===== config.mk =====
export PLATFORM = sky130hd
export DESIGN_NAME = led_cmd_arbiter
export DESIGN_NICKNAME = d
export VERILOG_FILES = /design/src/rtl/led_pkg.sv /design/src/rtl/rr_arbiter.sv /design/src/rtl/led_cmd_arbiter.sv
export SDC_FILE = /design/constraint.sdc
export NUM_CORES = 1
export LEC_CHECK = 0
export CAP_MARGIN = 20
export CORE_ASPECT_RATIO = 1.1
export CORE_MARGIN = 4
export CORE_UTILIZATION = 52
export DETAILED_ROUTE_END_ITERATION = 8
export HOLD_SLACK_MARGIN = 0.02
export PLACE_DENSITY_LB_ADDON = 0.25
export SLEW_MARGIN = 20
export SYNTH_ARGS = -nofsm -noshare
export SYNTH_HDL_FRONTEND = slang
export SYNTH_SLANG_ARGS = --single-unit

===== constraint.sdc =====
create_clock -name clk -period 3.9 [get_ports clk]
set_input_delay 0.78 -clock clk [delete_from_list [all_inputs] [get_ports clk]]
set_output_delay 0.78 -clock clk [all_outputs]
set_load 0.05 [all_outputs]

===== src/rtl/led_pkg.sv =====
// Shared types and constants for the LED command arbiter.
// Combinational helpers only; no latency and no flow control live here.
package led_pkg;

    localparam int LED_IDX_W = 3;
    localparam int LED_W     = 8;
    localparam logic [LED_IDX_W-1:0] LED_CODE_CLEAR = 3'b000;

    typedef enum logic [1:0] {
        IDLE  = 2'd0,
        GRANT = 2'd1,
        HOLD  = 2'd2,
        ACK   = 2'd3
    } led_state_e;

    typedef struct packed {
        logic [LED_IDX_W-1:0] idx;
        logic                 lit;
    } led_cmd_t;

    // The top bit can never be addressed (idx 7 maps to bit 6), so it is forced low.
    function automatic logic [LED_W-1:0] shadow_apply(input logic [LED_W-1:0] cur,
                                                       input led_cmd_t        cmd);
        logic [LED_W-1:0] img;
        img = cur;
        if (cmd.idx == LED_CODE_CLEAR) begin
            img = '0;
        end else begin
            img[cmd.idx - 3'd1] = cmd.lit;
        end
        img[LED_W-1] = 1'b0;
        return img;
    endfunction

endpackage


===== src/rtl/rr_arbiter.sv =====
// Round-robin pick: first set request at or above ptr, wrapping; one-hot grant.
// Purely combinational, zero latency; no backpressure, grant is all-zero when req is idle.
module rr_arbiter #(
    parameter int N_REQ = 4,
    parameter int PTR_W = $clog2(N_REQ)
) (
    input  logic [N_REQ-1:0] req,
    input  logic [PTR_W-1:0] ptr,
    output logic [N_REQ-1:0] grant
);

    logic [2*N_REQ-1:0] req_dbl;
    logic [2*N_REQ-1:0] gnt_dbl;
    logic [N_REQ-1:0]   req_rot;
    logic [N_REQ-1:0]   gnt_rot;
    logic               found;

    // Rotate so ptr sits at bit 0, take the lowest set bit, rotate back.
    always_comb begin
        req_dbl = {req, req} >> ptr;
        req_rot = req_dbl[N_REQ-1:0];
        gnt_rot = '0;
        found   = 1'b0;
        for (int i = 0; i < N_REQ; i++) begin
            if (req_rot[i] && !found) begin
                gnt_rot[i] = 1'b1;
                found      = 1'b1;
            end
        end
        gnt_dbl = {gnt_rot, gnt_rot} << ptr;
        grant   = gnt_dbl[2*N_REQ-1:N_REQ];
    end

endmodule


===== src/rtl/led_cmd_arbiter.sv =====
// Arbitrates N_REQ LED commands round-robin, drives led_code/led_lit, tracks a LEDOut shadow.
// led_code valid 1 cycle after req is sampled, ack 2+SETTLE cycles after; requesters hold req until ack.
module led_cmd_arbiter
    import led_pkg::*;
#(
    parameter int N_REQ  = 4,
    parameter int SETTLE = 2
) (
    input  logic                       clk,
    input  logic                       rst_n,
    input  logic [N_REQ-1:0]           req,
    input  logic [LED_IDX_W*N_REQ-1:0] req_idx,
    input  logic [N_REQ-1:0]           req_lit,
    output logic [N_REQ-1:0]           ack,
    output logic                       busy,
    output logic [LED_W-1:0]           led_code,
    output logic                       led_lit,
    output logic [LED_W-1:0]           led_shadow
);

    localparam int PTR_W = $clog2(N_REQ);

    led_state_e       state, state_nx;
    logic [PTR_W-1:0] rr_ptr, ptr_nx;
    logic [3:0]       cnt, cnt_nx;
    logic [N_REQ-1:0] win_oh, win_nx;
    led_cmd_t         cmd, cmd_nx;
    logic [N_REQ-1:0] ack_nx;
    logic [LED_W-1:0] code_nx;
    logic             lit_nx;
    logic [LED_W-1:0] shadow_nx;

    logic [N_REQ-1:0] grant;
    led_cmd_t         sel_cmd;
    logic [PTR_W-1:0] win_idx;

    rr_arbiter #(
        .N_REQ (N_REQ),
        .PTR_W (PTR_W)
    ) u_rr_arbiter (
        .req   (req),
        .ptr   (rr_ptr),
        .grant (grant)
    );

    always_comb begin
        sel_cmd = '0;
        for (int i = 0; i < N_REQ; i++) begin
            if (grant[i]) begin
                sel_cmd.idx = req_idx[i*LED_IDX_W +: LED_IDX_W];
                sel_cmd.lit = req_lit[i];
            end
        end
    end

    always_comb begin
        win_idx = '0;
        for (int i = 0; i < N_REQ; i++) begin
            if (win_oh[i]) begin
                win_idx = PTR_W'(i);
            end
        end
    end

    always_comb begin
        state_nx  = state;
        ptr_nx    = rr_ptr;
        cnt_nx    = cnt;
        win_nx    = win_oh;
        cmd_nx    = cmd;
        ack_nx    = '0;
        code_nx   = led_code;
        lit_nx    = led_lit;
        shadow_nx = led_shadow;
        case (state)
            IDLE: begin
                if (|req) begin
                    state_nx = GRANT;
                    win_nx   = grant;
                    cmd_nx   = sel_cmd;
                    code_nx  = {{(LED_W-LED_IDX_W){1'b0}}, sel_cmd.idx};
                    lit_nx   = sel_cmd.lit;
                end
            end
            GRANT: begin
                state_nx = HOLD;
                cnt_nx   = 4'd1;
            end
            HOLD: begin
                // Leaving HOLD commits the command: ack, shadow and pointer move together.
                if (cnt == 4'(SETTLE)) begin
                    state_nx  = ACK;
                    cnt_nx    = 4'd0;
                    ack_nx    = win_oh;
                    shadow_nx = shadow_apply(led_shadow, cmd);
                    ptr_nx    = (win_idx == PTR_W'(N_REQ-1)) ? '0 : win_idx + PTR_W'(1);
                end else begin
                    cnt_nx = cnt + 4'd1;
                end
            end
            ACK: begin
                state_nx = IDLE;
            end
            default: begin
                state_nx = IDLE;
            end
        endcase
    end

    always_ff @(posedge clk or negedge rst_n) begin
        if (!rst_n) begin
            state      <= IDLE;
            rr_ptr     <= '0;
            cnt        <= 4'd0;
            win_oh     <= '0;
            cmd        <= '0;
            ack        <= '0;
            busy       <= 1'b0;
            led_code   <= '0;
            led_lit    <= 1'b0;
            led_shadow <= '0;
        end else begin
            state      <= state_nx;
            rr_ptr     <= ptr_nx;
            cnt        <= cnt_nx;
            win_oh     <= win_nx;
            cmd        <= cmd_nx;
            ack        <= ack_nx;
            busy       <= (state_nx != IDLE);
            led_code   <= code_nx;
            led_lit    <= lit_nx;
            led_shadow <= shadow_nx;
        end
    end

endmodule

======== Word-level counts from Yosys, hierarchy flattened ========
Index checks and enable logic that the tools add are counted.
storage, ports and cells
  logic and storage cells ................. 60
  register bits after elaboration ......... 28
  output and inout bits ................... 22
  input port bits ......................... 22
operators by class
  shift operators ......................... 2
  equality and inequality tests ........... 5
  $lt $le $gt $ge ......................... 2
  mux-type cells .......................... 25
  reductions and logical operators ........ 14
  $add $sub $neg .......................... 3
operators by type and width
  cell                   count
  $mux W4                7
  $mux W2                5
  $bwmux W8              1
  $mux W1                8
  $pmux W2 S4            1
  $pmux W4 S2            1
  $shl A8 B2 Y8          1
  $shr A8 B2 Y4          1
  $mux W7                1
  $eq A2 B2 Y1 const B   3
  $add A4 B1 Y4 const B  1
  $eq A4 B2 Y1 const B   1
  $logic_and A1 B1 Y1    4
  $lt A3 B4 Y1 const B   1
  $reduce_and A2 Y1      2
  $reduce_bool A2 Y1     2
  $reduce_or A4 Y1       1
  $demux W1 S3           1
  $ge A3 B1 Y1 const B   1
  $logic_not A1 Y1       3
  $logic_not A3 Y1       1
  $sub A3 B1 Y3 const B  1
  $add A2 B1 Y2 const B  1
  $eq A2 B1 Y1 const B   1
  $logic_not A2 Y1       1

======== Depth between registers and ports, before layout ========
Gate-level depths: netlist of the first run.
  word-level depth ........................ 16
  mapped depth ............................ 8
  gate-level depth less buffers ........... 6

======== Cells and area by module ========
Synthesis of the first run repeated with hierarchy kept, for this count alone.
unflattened totals
  cell total of the unflattened synthesis .. 159
  area, all modules ....................... 1,592.8 um^2
modules (own cells, without submodules)
  module           instances  seq. area each (um^2)  cells each  area each (um^2)
  led_cmd_arbiter  1          700.7                  141         1,490.2
  rr_arbiter       1          0.0                    18          102.6

======== Worst setup path before layout of the first run ========
Ideal clock, no wire load.
  path type ............................... flip-flop to flip-flop
  start ................................... register led_code[0] (netlist name)
  end ..................................... register led_shadow[1]
  period minus slack after synthesis ...... 2.207 ns
  cell stages (with the launch flop) ...... 8
  required time ........................... 3.833 ns
  data arrival time ....................... 2.141 ns
  setup slack ............................. 1.693 ns
  buffers on the path ..................... 2
  cells stage by stage .................... dfrtp_1 -> clkbuf_1 -> inv_1 -> ha_1 -> clkbuf_1 -> inv_1 -> nor4b_1 -> mux2_2
RTL lines
  item                    line                    source
  end signal: assignment  led_cmd_arbiter.sv:132  led_shadow <= shadow_nx;
  end: declaration        led_cmd_arbiter.sv:18   output logic [LED_W-1:0] led_shadow

======== Final worst setup path of the first run ========
  start ................................... register led_code[0]
  end ..................................... output port led_code[0]
RTL lines
  item                      line                    source
  start: declaration        led_cmd_arbiter.sv:16   output logic [LED_W-1:0] led_code,
  start signal: assignment  led_cmd_arbiter.sv:130  led_code <= code_nx;
No word-level cell between the ends.

==> results.toml, run 1 <==
[run_status]
status = "completed"

[hold_path]
hold_class = "reg -> reg"
hold_depth = 2
hold_start = "win_oh[0]"
min_to = "win_oh[0]"

[clock_tree]
htree_levels = 1
postCtsResizedCells = 0
cts_made_buffers = 3
clk_pin_slew_worst_paths_ns = 0.15
clk_latency_ns = 0.33
root_buffer = "clkbuf_4"
ctsHoldBuffers = 0
cts_tree = "done"
clkSinkCount = 28
postCtsSetupRepairBufs = 0
clock_path_buffers = 2

[yosys]
synth-seq-area-share_pct = 41.3
syn_area_um2 = 1700
syn_inst = 180
synth_edf_count = 0
async_flop_share_pct = 100
synth.distinct_cells = 46
synth_flop_cell = "dfrtp_1"
yosys_register_bits = 28
avgSynthCellArea_um2 = 9.43
yosys_warnings = 0

[sta]
clock.fmax_mhz = 389
worst_pin_slew_ns = 0.524
hold_violations = 0
slew-limit-headroom_pct = 64.2
final.period_utilization_pct = 65.9
rsz0062_at_grt = "false"
finalSetupViolCount = 0
drv_slew = 0
finClkSkew_ns = 0.00691
setup_tns_ns = 0
layout_setup_ws_ns = 1.33
fin_crit_ns = 2.57

[global_route]
grt_usage_pct = 17.6
grt_max_degree = 29
antenna_found_initial = 0
grt_overflow = 0
first_global_vias = 1415
grt_pass1_wl_um = 6130

[critical_path]
worstSetupPathType = "reg -> out"
arrival_ns = 1.79
cp_top_family = "buffers and inverters"
crit_path_start_kind = "flip-flop"
r2r-start = "cnt[0]"
ff2ff_setup_slack_ns = 1.86
worst_ep_required_time_ns = 3.12
worstPathCellList = "clkdlybuf4s50_1"
end_kind = "primary output"
cp_slowest_stage_delay_ns = 0.87
slowest_stage = "clkdlybuf4s50_1"
worst-path-buf-inv = 1
worst-path-max-fanout = 12
cp_num_cells = 1
reg2reg_to = "led_shadow[1]"
rr_worst_depth = 6
startpoint = "led_code[0]"

[power]
peakVddDrop_mv = 0.322
leakagePower_uw = 0.000940
power_density_nw_per_um2 = 723

[detailed_routing]
ant_nets = 0
drt_iter0_markers = 70
drt-pass1-iter-count = 4
via_per_inst = 5.89
wl_um = 3630
drc = 0
wl_per_cell_um = 14.6
vias = 1461

[placement]
portBuffers = 37
globalplace.congestion = 0.886
placed_cell_area_um2 = 2040
dp_slack_ns = 1.31
dp.cells = 244
post-dp-hpwl_um = 2770

[layout]
nNetsFinal = 243
finalNonFillerCells = 248
drive_above_1_share_pct = 6.07
fin_area_um2 = 2090
final_util_pct = 67.6
fillers = 261
n_antenna_cell = 0
area_delta_synth_final_pct = 23.4

[floorplan]
pin_count = 44
rows = 21
initial_utilization_pct = 54.8
fp.coreArea_um2 = 3100
die_x_um = 62.5
die_h_um = 67.9
dieArea_um2 = 4240

[flow_run]
maxCapViolCount = 0
==> registers in the layout, indices dropped and copies added (netlist names) <==
register and count:
state 2, cmd 1, win_oh 4, rr_ptr 2
led_code 3, led_shadow 7, ack 4, cnt 4
busy 1
==> cell usage in the layout, fill, tap and decap left out, types with 4 or more instances in the layout <==
cell type / count
a211oi_1: 5
a221o_1: 4
a311oi_1: 4
a31oi_1: 5
a32oi_1: 4
clkdlybuf4s50_1: 37
conb_1: 6
dfrtp_1: 28
ha_1: 6
inv_1: 20
nand2_1: 17
nor2_1: 8
o21ai_0: 13
o21ai_1: 4
o31ai_1: 5
==> cell families after synthesis <==
logic type,synth area share (%)
simple gates,14.1
mux,1.33
fa+ha+maj,4.42
other cells,0.221
xor+xnor,1.03
compound gates,27.2
buf+inv,10.5
flops,41.3
==> area by class of cell <==
| class | instances | area (um^2) | area share (%) |
|---|---|---|---|
| inverter | 20 | 75.1 | 3.58 |
| timing repair buffer | 39 | 385 | 18.4 |
| multi-input combinational | 123 | 838 | 40.0 |
| sequential | 28 | 701 | 33.5 |
| clock buffer | 3 | 22.5 | 1.08 |
| clock inverter | 1 | 30.0 | 1.43 |
| tap | 34 | 42.5 | 2.03 |
==> report_power, final <==
| group | switching [uW] | internal, uW |
|---|---|---|
| clock | 84.4 | 104 |
| sequential | 95.1 | 379 |
| combinational | 539 | 312 |
| total | 718 | 796 |
==> per-stage QoR <==
| stage | hold slack [ns] | power, uW |
|---|---|---|
| 3_3_place_gp | 0.458 | 1280 |
| 3_5_place_dp | 0.460 | 1320 |
| 5_1_grt | 0.516 | 1620 |
| 2_1_floorplan | 0.438 | 1110 |
| 6_report | 0.498 | 1510 |
| 4_1_cts | 0.493 | 1520 |
==> metal layers <==
| layer | track usage (%) | vias up | part of all wire [%] |
|---|---|---|---|
| met5 | 0 | - | 0 |
| met3 | 2.96 | 6 | 5.4 |
| met1 | 19.8 | 700 | 43 |
| li1 | - | 710 | - |
| met4 | 6.61 | 0 | 1.7 |
| met2 | 34.0 | 45 | 50 |
==> worst max-delay path by stage <==
stage / end / slack [ns]
after floorplan: led_shadow[1] / 1.69
after global placement: led_code[2] / 1.39
after detailed placement: led_code[1] / 1.31
after CTS: led_code[0] / 1.31
after global routing: led_code[0] / 1.23
final: led_code[0] / 1.33
==> synthesized netlist by cell type, types with 2 or more instances <==
library cell  number  area share (%)
and2_1             3             1.1
o21ai_1            4             1.2
o31ai_1            5             2.2
a21o_1             3             1.3
clkbuf_1           2            0.44
nand2_1           17             3.8
nand3_1            2            0.59
a311oi_1           4             2.1
nor2b_1            3             1.1
mux2_2             2             1.3
o41ai_1            3             1.5
a32oi_1            4             2.1
a32o_1             2             1.2
buf_4              7             3.1
a31oi_1            5             1.8
a211oi_1           5             2.2
o21ai_0           13             3.8
ha_1               6             4.4
buf_6              3             2.0
nor3_1             2            0.59
nor2_1             8             1.8
inv_1             20             4.4
dfrtp_1           28              41
a221o_1            4             2.4
nand2b_1           3             1.1
a21oi_1            2            0.59
Power figures use the tool's default switching activity.
==> run 2, diff against run 1 <==
- CORE_UTILIZATION: 52 -> 48
- clock period: 3.9 -> 2.6 ns (I/O delays scaled with it)
==> run 2 against run 1 <==
Worst hold slack better by 0.0041 ns. Clock-buffer cell count unchanged. Combinational power up 49%. Via count down 0.48%. Register-to-register slack worse by 1.4 ns. Sequential power up 50%. Clock skew up 0.0028 ns. Clock power down 7%. Setup slack worse by 1.0 ns. Sequential share of layout area up 0.20 points.
==> results.toml, run 2 (synthesized netlist as in run 1, its figures left out) <==
[detailed_routing]
vias = 1454
ant_nets = 0
drt_iter0_markers = 107
drt-pass1-iter-count = 4
wl_per_cell_um = 14.6
via_per_inst = 5.57
drc = 0
wl_um = 3820

[clock_tree]
clk_pin_slew_worst_paths_ns = 0.14
ctsHoldBuffers = 0
cts_tree = "done"
root_buffer = "clkbuf_4"
postCtsResizedCells = 0
cts_made_buffers = 3
clk_latency_ns = 0.33
htree_levels = 1
clock_path_buffers = 2
postCtsSetupRepairBufs = 0
clkSinkCount = 28

[placement]
globalplace.congestion = 0.908
placed_cell_area_um2 = 2060
post-dp-hpwl_um = 2880
portBuffers = 37

[global_route]
antenna_found_initial = 0
grt_pass1_wl_um = 6380
grt_usage_pct = 17.1
first_global_vias = 1429
grt_max_degree = 29
grt_overflow = 0

[layout]
drive_above_1_share_pct = 5.63
largest-register = "led_shadow"
layout_commonest_cell = "clkdlybuf4s50_1"
n_antenna_cell = 0
fillers = 299
multiInputGateArea_um2 = 838
fin_area_um2 = 2080
regArea_um2 = 701
final_cell_mix = "clkdlybuf4s50_1, dfrtp_1, inv_1, nand2_1, o21ai_0"
area_delta_synth_final_pct = 22.6
largest_register_ffs = 7
nNetsFinal = 243

[sta]
final.period_utilization_pct = 88.8
clock.fmax_mhz = 433
finalSetupViolCount = 0
finClkSkew_ns = 0.00974
hold_slack_ns = 0.502
worst_pin_slew_ns = 0.513
rsz0062_at_grt = "false"
setup_tns_ns = 0
fin_crit_ns = 2.31
drv_slew = 0
slew-limit-headroom_pct = 65.7
hold_violations = 0

[critical_path]
arrival_ns = 1.79
worstSetupPathType = "reg -> out"
slowest_stage = "clkdlybuf4s50_1"
crit_path_start_kind = "flip-flop"
worst-path-buf-inv = 1
worst_ep_required_time_ns = 2.08
worst-path-max-fanout = 12
cp_top_family = "buffers and inverters"
cp_slowest_stage_delay_ns = 0.88
worstPathCellList = "clkdlybuf4s50_1"
end_kind = "primary output"

[floorplan]
die_x_um = 64.7
initial_utilization_pct = 50.6
die_h_um = 70.4
rows = 22
dieArea_um2 = 4550
pin_count = 44
fp.coreArea_um2 = 3360

[power]
finalPower_uw = 2160
leakagePower_uw = 0.000926
peakVddDrop_mv = 0.635
power_density_nw_per_um2 = 1040

[flow_run]
maxCapViolCount = 0

[run_status]
status = "completed"

[hold_path]
hold_class = "reg -> reg"
-- run 2: changes by cell type in the layout (fill, tap and decap cells not counted) --
| cell | previous run | this run |
|---|---|---|
| bufinv_16 | 1 | 0 |
-- run 2: power breakdown --
part / total (uW) / switching [uW] / internal [uW]
Clock: 175 / 121 / 54.4
Sequential: 713 / 144 / 569
Combinational: 1270 / 805 / 468
-- run 2: path summary, 6_finish.rpt --
check	to	depth (start not counted)	slack, ns	startpoint
hold reg to reg	win_oh[0]	2	0.50	win_oh[0]
hold / removal	win_oh[0]	2	0.50	win_oh[0]
max in group asynchronous	cnt[1]	2	1.78	rst_n
setup reg to reg	led_shadow[1]	6	0.49	cnt[0]
setup / recovery	led_code[0]	1	0.29	led_code[0]
min in group asynchronous	busy	2	0.56	rst_n
-- run 2: layer usage --
| metal | up-vias | wire [um] | global-route usage (%) |
|---|---|---|---|
| met5 | - | 0 | 0 |
| met2 | 32 | 2000 | 30.6 |
| met4 | 0 | 46 | 4.46 |
| li1 | 714 | - | - |
| met3 | 5 | 122 | 2.41 |
| met1 | 703 | 1650 | 21.3 |
-- run 2: metrics by stage --
| stage | setup WS, ns | std cells | utilization (%) |
|---|---|---|---|
| final | 0.292 | 261 | 62.0 |
| after global routing | 0.223 | 261 | 62.0 |
| after CTS | 0.287 | 261 | 62.0 |
| after detailed placement | 0.270 | 258 | 61.3 |
| after global placement | 0.354 | 258 | 61.3 |
| after floorplan | 0.393 | 185 | - |
-- run 2: cell type report --
cell class / instances / share of cell area, %
Tap cell: 48 / 2.88
Sequential cell: 28 / 33.7
Inverter: 20 / 3.61
Clock buffer: 3 / 1.08
Multi-Input combinational cell: 123 / 40.3
Timing Repair Buffer: 39 / 18.5
==> run 3, diff against run 2 <==
- RECOVER_POWER: unset -> 25
==> run 3 against run 2 <==
Setup slack did not move. Critical path depth is the same. Routed wire length is 0.10% lower. Clock skew is the same. Die area is the same. Power is essentially flat. Cell count stayed put. Fmax unchanged. Flip-flop and latch count did not move. Core utilization decreased by 0.11 points.
==> results.toml, run 3 (synthesized netlist as in run 1, its figures left out) <==
[sta]
worst_pin_slew_ns = 1.49
finalSetupViolCount = 0
rsz0062_at_grt = "false"
clock.fmax_mhz = 433
setup_tns_ns = 0
finClkSkew_ns = 0.00974
final.period_utilization_pct = 88.8
slew-limit-headroom_pct = 0.541
drv_slew = 0
fin_crit_ns = 2.31
hold_violations = 0

[clock_tree]
clk_latency_ns = 0.33
clock_path_buffers = 2
cts_made_buffers = 3
root_buffer = "clkbuf_4"
clk_pin_slew_worst_paths_ns = 0.14
postCtsResizedCells = 0
ctsHoldBuffers = 0
clkSinkCount = 28
postCtsSetupRepairBufs = 0
cts_tree = "done"
htree_levels = 1

[floorplan]
pin_count = 44
die_h_um = 70.4
dieArea_um2 = 4550
die_x_um = 64.7
rows = 22
fp.coreArea_um2 = 3360
initial_utilization_pct = 50.6

[critical_path]
worstPathCellList = "clkdlybuf4s50_1"
cp_slowest_stage_delay_ns = 0.88
end_kind = "primary output"
rr_worst_depth = 6
slowest_stage = "clkdlybuf4s50_1"
worst-path-max-fanout = 12
arrival_ns = 1.79
worstSetupPathType = "reg -> out"
worst-path-buf-inv = 1
cp_top_family = "buffers and inverters"
crit_path_start_kind = "flip-flop"
worst_ep_required_time_ns = 2.08
cp_num_cells = 1

[layout]
layout_commonest_cell = "clkdlybuf4s50_1"
nNetsFinal = 243
final_cell_mix = "clkdlybuf4s50_1, dfrtp_1, inv_1, nand2_1, o21ai_0"
largest-register = "led_shadow"
largest_register_ffs = 7
area_delta_synth_final_pct = 22.4
drive_above_1_share_pct = 5.16
n_antenna_cell = 0
fillers = 301

[detailed_routing]
ant_nets = 0
drt_iter0_markers = 107
vias = 1454
wl_um = 3820
drc = 0
drt-pass1-iter-count = 4
via_per_inst = 5.57
wl_per_cell_um = 14.6

[power]
p_clk_share_pct = 8.1
sequentialPowerShare_pct = 33.0
switching_share_pct = 49.5
power_density_nw_per_um2 = 1040
switchingPower_uw = 1070
peakVddDrop_mv = 0.635
finalPower_uw = 2160
leakagePower_uw = 0.000922
internal-power_uw = 1090
comb_power_share_pct = 58.9

[global_route]
first_global_vias = 1429
grt_usage_pct = 17.1
grt_overflow = 0
grt_pass1_wl_um = 6380
grt_max_degree = 29
antenna_found_initial = 0

[placement]
post-dp-hpwl_um = 2880
portBuffers = 37
globalplace.congestion = 0.908

[hold_path]
hold_depth = 2
hold_class = "reg -> reg"

[flow_run]
maxCapViolCount = 0

[run_status]
status = "completed"
run 3: area by class of cell:
class                   instances  area (um^2)  area share, %
well taps                      48         60.1           2.89
multi-input cells             123          838           40.3
repair buffers                 39          382           18.4
flip-flops and latches         28          701           33.7
clock buffers                   3         22.5           1.08
inverters                      20         75.1           3.61
run 3: stage by stage:
step                util, %  area (um^2)  hold WS, ns  setup slack, ns  cells
global placement       61.3         2060        0.464            0.354    258
CTS                    62.0         2080        0.504            0.287    261
finish                 61.9         2080        0.502            0.292    261
floorplan                 -         1720        0.224            0.393    185
global route           61.9         2080        0.537            0.223    261
detailed placement     61.3         2060        0.469            0.270    258
run 3: worst paths after layout:
kind                              from       endpoint  slack [ns]
setup / recovery           led_code[0]    led_code[0]        0.29
hold / removal               win_oh[0]      win_oh[0]        0.50
setup reg to reg                cnt[0]  led_shadow[1]        0.49
hold reg to reg              win_oh[0]      win_oh[0]        0.50
max in group asynchronous        rst_n         cnt[1]        0.67
min in group asynchronous        rst_n           busy        1.07
run 3: routing by layer:
layer	global-route usage [%]	wire, um	vias up
met5	0	0	-
met4	4.46	46	0
met3	2.41	122	5
met2	30.6	2000	32
met1	21.3	1650	703
li1	-	-	714
run 3: power by group through the flow:
stage                     Sequential [uW]  Combinational [uW]  Clock (uW)
after detailed placement              721                1270           0
final                                 713                1270         175
after CTS                             712                1270         182
after global placement                712                1220           0
after floorplan                       871                 791           0
after global routing                  735                1380         206
